--- config.mk ---
export PLATFORM = sky130hd
export DESIGN_NAME = fxp_qaddsub_mc
export DESIGN_NICKNAME = d
export VERILOG_FILES = /design/src/rtl/fxp_qaddsub_mc.sv
export SDC_FILE = /design/constraint.sdc
export NUM_CORES = 1
export LEC_CHECK = 0
export ABC_AREA = 1
export CAP_MARGIN = 20
export CORE_ASPECT_RATIO = 2
export CORE_MARGIN = 2
export CORE_UTILIZATION = 45
export CTS_BUF_LIST = sky130_fd_sc_hd__clkbuf_8
export DETAILED_ROUTE_END_ITERATION = 8
export PLACE_DENSITY = 0.7
export SYNTH_ARGS = -nofsm -noshare
export SYNTH_HDL_FRONTEND = slang
export SYNTH_SLANG_ARGS = --single-unit
--- constraint.sdc ---
create_clock -name clk -period 6.4 [get_ports clk]
set_input_delay 1.92 -clock clk [delete_from_list [all_inputs] [get_ports clk]]
set_output_delay 1.92 -clock clk [all_outputs]
set_load 0.05 [all_outputs]
--- src/rtl/fxp_qaddsub_mc.sv ---
// fxp_qaddsub_mc
// Multi-channel two's-complement fixed-point adder/subtractor.
// Each channel captures its A and B operands on its own. A channel becomes
// ready once both operands are held. A round-robin arbiter issues one ready
// channel per cycle into a shared add/sub datapath. The datapath supports
// optional saturation and reports overflow.
//
// Ports:
//   clk      rising-edge clock
//   rst      asynchronous active-low reset
//   a/a_en/a_ch                 operand A capture into channel a_ch
//   b/b_en/b_ch/op_sub/sat_en   operand B and mode capture into channel b_ch
//   c/c_valid/c_ch/c_ovf        registered result, one-cycle valid pulse
//   a_ovr/b_ovr                 pulse: an unconsumed operand was overwritten
module fxp_qaddsub_mc #(
    parameter int W    = 64,
    parameter int FRAC = 49,
    parameter int CH   = 4,
    localparam int CHW = (CH > 1) ? $clog2(CH) : 1
) (
    input  logic           clk,
    input  logic           rst,
    input  logic [W-1:0]   a,
    input  logic           a_en,
    input  logic [CHW-1:0] a_ch,
    input  logic [W-1:0]   b,
    input  logic           b_en,
    input  logic [CHW-1:0] b_ch,
    input  logic           op_sub,
    input  logic           sat_en,
    output logic [W-1:0]   c,
    output logic           c_valid,
    output logic [CHW-1:0] c_ch,
    output logic           c_ovf,
    output logic           a_ovr,
    output logic           b_ovr
);

    // FRAC only describes the number format; the datapath ignores it.
    if (FRAC < 0 || FRAC >= W) begin : g_frac_range_error
        $error("fxp_qaddsub_mc: FRAC must lie in [0, W-1]");
    end

    logic [W-1:0]   a_hold [CH];
    logic [W-1:0]   b_hold [CH];
    logic [CH-1:0]  sub_hold;
    logic [CH-1:0]  sat_hold;
    logic [CH-1:0]  a_pend;
    logic [CH-1:0]  b_pend;
    logic [CH-1:0]  ready;
    logic [CHW-1:0] rr_ptr;
    logic [CHW-1:0] rr_next;

    logic           issue;
    logic [CHW-1:0] grant;
    int unsigned    idx;

    logic           a_hit;
    logic           b_hit;

    logic [W:0]     ext_a;
    logic [W:0]     ext_b;
    logic [W:0]     ext_sum;
    logic           ovf;
    logic [W-1:0]   result;

    assign ready = a_pend & b_pend;

    // Out-of-range channel numbers are dropped. The 32-bit cast keeps the
    // comparison meaningful when CH is not a power of two.
    assign a_hit = a_en && (32'(a_ch) < CH);
    assign b_hit = b_en && (32'(b_ch) < CH);

    // Round-robin search that starts at rr_ptr and wraps around.
    always_comb begin
        issue = 1'b0;
        grant = '0;
        idx   = 0;
        for (int unsigned off = 0; off < CH; off++) begin
            idx = (32'(rr_ptr) + off) % CH;
            if (!issue && ready[CHW'(idx)]) begin
                issue = 1'b1;
                grant = CHW'(idx);
            end
        end
    end

    assign rr_next = (grant == CHW'(CH - 1)) ? '0 : grant + 1'b1;

    // Shared datapath on the granted channel's held operands.
    always_comb begin
        ext_a   = {a_hold[grant][W-1], a_hold[grant]};
        ext_b   = {b_hold[grant][W-1], b_hold[grant]};
        ext_sum = sub_hold[grant] ? (ext_a - ext_b) : (ext_a + ext_b);
        ovf     = ext_sum[W] ^ ext_sum[W-1];
        result  = ext_sum[W-1:0];
        if (ovf && sat_hold[grant]) begin
            // The extra top bit holds the true sign of the result.
            result = ext_sum[W] ? {1'b1, {(W-1){1'b0}}} : {1'b0, {(W-1){1'b1}}};
        end
    end

    always_ff @(posedge clk or negedge rst) begin
        if (!rst) begin
            for (int unsigned i = 0; i < CH; i++) begin
                a_hold[i] <= '0;
                b_hold[i] <= '0;
            end
            sub_hold <= '0;
            sat_hold <= '0;
            a_pend   <= '0;
            b_pend   <= '0;
            rr_ptr   <= '0;
            c        <= '0;
            c_valid  <= 1'b0;
            c_ch     <= '0;
            c_ovf    <= 1'b0;
            a_ovr    <= 1'b0;
            b_ovr    <= 1'b0;
        end else begin
            c_valid <= issue;
            a_ovr   <= 1'b0;
            b_ovr   <= 1'b0;

            if (issue) begin
                c              <= result;
                c_ch           <= grant;
                c_ovf          <= ovf;
                a_pend[grant]  <= 1'b0;
                b_pend[grant]  <= 1'b0;
                rr_ptr         <= rr_next;
            end

            // A capture comes after the issue clear, so an operand that
            // arrives on the same edge as its channel issues stays pending.
            // It forms the next operation and does not count as an overwrite.
            if (a_hit) begin
                a_hold[a_ch] <= a;
                a_pend[a_ch] <= 1'b1;
                a_ovr        <= a_pend[a_ch] && !(issue && grant == a_ch);
            end

            if (b_hit) begin
                b_hold[b_ch]   <= b;
                sub_hold[b_ch] <= op_sub;
                sat_hold[b_ch] <= sat_en;
                b_pend[b_ch]   <= 1'b1;
                b_ovr          <= b_pend[b_ch] && !(issue && grant == b_ch);
            end
        end
    end

endmodule

* Yosys cells after proc, flatten, opt, wreduce, memory -nomap -nowiden
Cells that the tools add are included.
** Operators by class
- $add $sub $neg :: 6
- Magnitude comparators :: 15
- Equality and inequality tests :: 3
- Muxes and demuxes :: 54
- Bitwise logic cells :: 10
- Reductions and logical operators :: 18
** Operators by type and width (number)
- 256-bit bitwise mux :: 2
- 64-bit two-way mux :: 8
- 64-bit binary-select mux with 2-bit select :: 2
- 64-bit demux with 2-bit select :: 2
- 64-bit by 64-bit adder with 65-bit output :: 1
- 65-bit two-way mux :: 1
- 64-bit by 64-bit subtractor with 65-bit output :: 1
- 2-bit by 3-bit less-than comparator with 1-bit output, second input constant :: 7
- 1-bit two-way mux :: 17
- 1-bit binary-select mux with 2-bit select :: 8
- 4-bit two-way mux :: 4
- 1-bit logical AND :: 13
- 4-bit bitwise AND :: 3
- 2-bit two-way mux :: 5
- 3-bit >= comparator, second input constant :: 3
- 2-bit NOT with 3-bit output :: 3
- 4-bit bitwise mux :: 2
- 4-bit bitwise OR :: 2
- 1-bit demux with 2-bit select :: 3
- 2-bit by 1-bit >= comparator with 1-bit output, second input constant :: 3
- 3-bit by 1-bit less-than comparator with 1-bit output, second input constant :: 2
- 1-bit zero test :: 5
- 2-bit by 1-bit adder with 2-bit output, second input constant :: 2
- 2-bit adder, second input constant :: 2
- 4 further kinds :: 5
** Storage, ports and cells
- Bits in registers :: 600
- Bits of input ports :: 138
- Output and inout port bits :: 70

* Depth between registers and ports, before layout
- Depth in word-level cells :: 22
- Mapped depth :: 48
- Gate-level depth less buffers :: 43

* Worst setup path after synthesis
OpenSTA, ideal clock, no wires.
- Path type :: flip-flop to flip-flop
- From :: register rr_ptr[0]
- To :: register c[34]
- Library setup time :: 121 ps
- Data arrival time :: 5406 ps
- Required time :: 6279 ps
- Setup slack :: 873 ps
- Cell stages (with the launch flop) :: 40
- Buffers on the path :: 6
- Period minus slack after synthesis :: 5527 ps
- Cell sequence :: dfrtp_1 buf_6 inv_4 nand2_1 nand2_1 nand2_1 nand2_2 nand2_2 nand3_2 nand3_4 buf_6 buf_2 or2_2 o211ai_1 nand2_2 inv_2 clkbuf_1 buf_2 [... 4 more ...] inv_1 a21oi_1 o21ai_0 a21oi_1 o21ai_0 nand2_1 nand2_1 nand3_1 nand2_1 nand3_1 nand2_1 xor2_1 inv_1 nand2_2 nand3_4 buf_6 nand2_2 a21oi_2
** Between the ends
- Word-level cells in the longest chain between the ends :: 21
- Elaborated cells between the ends (all ways) :: 43
- Those cells by class :: add/sub (5); mux (29); bitwise (2); reduce/logical (7)
** RTL lines
- start: declaration :: line 51 : logic [CHW-1:0] rr_ptr;
- start signal: assignment :: line 131 : rr_ptr <= rr_next;
- branches (longest 21 deep; another with 2-bit by 1-bit adder with 2-bit output)
- end signal: assignment :: line 126 : c <= result;
- end: declaration :: line 31 : output logic [W-1:0] c,
Parallel ways; which one is timed is not known. The select of a mux whose other input is x is not followed.
A chain may end at the register's enable or synchronous reset.

* Final worst setup path
- From :: register rr_ptr[0]
- To :: register c[46]
The elaborated chain is that of the path after synthesis.

==> flow_summary.yaml <==
run_status:
  status: "completed"
die:
  io_pins: 208
  num_rows: 140
  fp.dieH_um: 387
  die_w_um: 195
  coreArea_um2: 72700
  start_util: 0.453
  die-area_um2: 75500
synthesis:
  synthDistinctLibCells: 46
  yosysTopAreaCell: "dfrtp_1"
  synth_area_leaders: "dfrtp_1 46%, nand2_1 13%, o21ai_0 10%"
  ys_ff_latch: 600
  synth_most_common_cell: "nand2_1"
  synth_nets: 4549
  synth-seq-area-share: 0.456
  dominantRegCellSynth: "dfrtp_1"
  yosys_warnings: 0
  synth_top_cell_area_share: 0.456
  synthTopCellsByCount: "1164 x nand2_1, 665 x o21ai_0, 600 x dfrtp_1"
  async_flop_share: 1.00
  syn_area_um2: 33000
  synth_edf_count: 0
  syn_inst: 4341
  avgSynthCellArea_um2: 7.59
sta:
  hold_viol: 0
  finalClockSkew_ns: 0.0449
  min_period_ns: 6.23
  fin_ws_ns: 0.167
  setup_viol: 0
  period_share: 0.974
  hold-worst-slack_ns: 0.479
  drv_slew: 0
  finalSetupTns_ns: 0
  fmax_ghz: 0.160
  tightest_slew_ns: 1.02
  slew_headroom: 0.317
placed_design:
  dp_cells: 5552
  place_ws_ns: -0.0432
  place.gp.congestion: 1.02
  dp_hpwl_um: 74500
  port_buffers: 207
grt:
  grt_pass1_wl_um: 163000
  grt_max_degree: 136
  grt_pass1_vias: 30600
  antenna_found_initial: 2
  track_usage: 0.272
  grt_overflow: 0
drt:
  via_per_inst: 5.38
  drt_iter0_markers: 2306
  drt-pass1-iter-count: 7
  ant_nets: 0
  routedWlPerCell_um: 18.7
  drc: 0
  wl_um: 108000
  via_count: 31000
clocking:
  path_clk_slew_ns: 0.07
  cts-root-buf: "clkbuf_8"
  cts_buffers: 86
  clock_sinks: 600
  cts_max_level: 3
  clk_latency_ns: 0.75
  cts.hold.buffers_added: 0
  clockBufferDepth: 3
  cts_tree: "done"
final_layout:
  syn_to_final_growth_pct: 23.9
  drive_gt1_frac: 0.153
  nets: 4974
  instances_no_fill: 5759
  fill_cells: 6766
worst_setup_path:
  cp_common_cell: "nand2_1"
  cp_slowest_cell: "dfrtp_2"
  path_max_fanout: 8
  cp_slowest_stage_delay_ns: 0.46
  arrival_ns: 6.88
  required_ns: 7.05
  worst_setup_path_end_kind: "flip-flop"
  crit_type: "flip-flop to flip-flop"
  worstSetupStartpointType: "flip-flop"
run:
  maxCapViolations: 0
min_path:
  hold_class: "flip-flop to flip-flop"
per-stage QoR:
step / util / cell area [µm²]
floorplan: - / 33000
global route: 0.562 / 40800
detailed placement: 0.519 / 37800
global placement: 0.519 / 37800
finish: 0.562 / 40800
CTS: 0.545 / 39600
registers in the layout, summed over array words and instances, names as in the netlist, 4 cells and up:
signal	cells
c	64
sub_hold	4
b_pend	4
a_pend	4
b_hold	256
sat_hold	4
a_hold	256
worst max-delay path: cells and delay by family (launching register included):
family | cells | cell delay [ns]
DFF | 1 | 0.46
adders and majority gates | 2 | 0.43
xor gates and xnor gates | 2 | 0.48
buffers and inverters | 11 | 1.44
and+or+nand+nor | 23 | 2.44
AOI/OAI and AO/OA | 5 | 0.89
layout make-up:
cell class	count	area (µm²)	area share
well taps	923	1150	0.0283
diodes	1	2.50	0.0000613
flip-flops and latches	600	15000	0.368
clock buffers	106	1460	0.0357
inverters	425	1630	0.0399
clock inverters	51	333	0.00815
multi-input cells	3082	15900	0.389
repair buffers	570	5360	0.131
repair inverters	1	8.76	0.000214
repair_timing:
action / in CTS / in global routing
resized for setup: 6 / 174
buffers inserted: 0 / 32
endpoints found under the setup margin: 54 / 65
pin swaps: 0 / 53
gates cloned: 0 / 17
hold endpoints to repair: 0 / 0
metal layers:
metal | track usage | up-vias | routed length, µm
met1 | 0.316 | 14800 | 41300
met3 | 0.0360 | 282 | 5540
met4 | 0.142 | 2 | 6200
met5 | 0 | - | 13
li1 | - | 14900 | -
met2 | 0.486 | 1007 | 54800
kinds of logic (layout without fill, tap and decap cells):
| group | count (synthesis) | in the layout | synth area share |
|---|---|---|---|
| adders and majority gates | 70 | 70 | 0.0268 |
| and+or+nand+nor | 1914 | 1916 | 0.236 |
| other | 0 | 1 | 0 |
| buffers and inverters | 661 | 1153 | 0.0829 |
| xor gates and xnor gates | 119 | 119 | 0.0316 |
| DFF | 600 | 600 | 0.456 |
| AOI/OAI and AO/OA | 977 | 977 | 0.167 |
final timing paths:
kind,from,endpoint,slack (ns),cells after the start
min,b_hold[137],b_hold[137],0.48,2
max reg2reg,rr_ptr[0],c[46],0.17,43
min in group asynchronous,rst,a_pend[2],1.24,1
max,rr_ptr[0],c[46],0.17,43
min reg2reg,b_hold[137],b_hold[137],0.48,2
max in group asynchronous,rst,a_hold[240],3.79,2
layout by cell type (no fill, tap or decap), types with 6 or more instances in the layout:
cell and n:
nor3_1 14, nor2_2 29, buf_12 17, ha_1 65, nor2_1 433, inv_2 9
nor2_4 7, o21ai_1 8, a31oi_1 22, nand3_2 12, xor2_1 75, clkinv_2 15
nand3b_1 21, o21ai_0 656, clkbuf_8 107, a21oi_1 112, xnor2_1 35, a21oi_2 64
nand2_2 49, a31oi_2 7, clkbuf_16 10, dfrtp_1 598, inv_1 436, nand3_1 167
nand4_1 19, buf_4 314, nand3_4 8, nand2_1 1119, clkdlybuf4s50_1 206, o21ai_2 6
o211ai_1 11, o32ai_1 63, nand2_4 17, buf_6 14
Power is not shown: default switching activity piles up to over one toggle a cycle in this logic, so the estimate is an artifact.
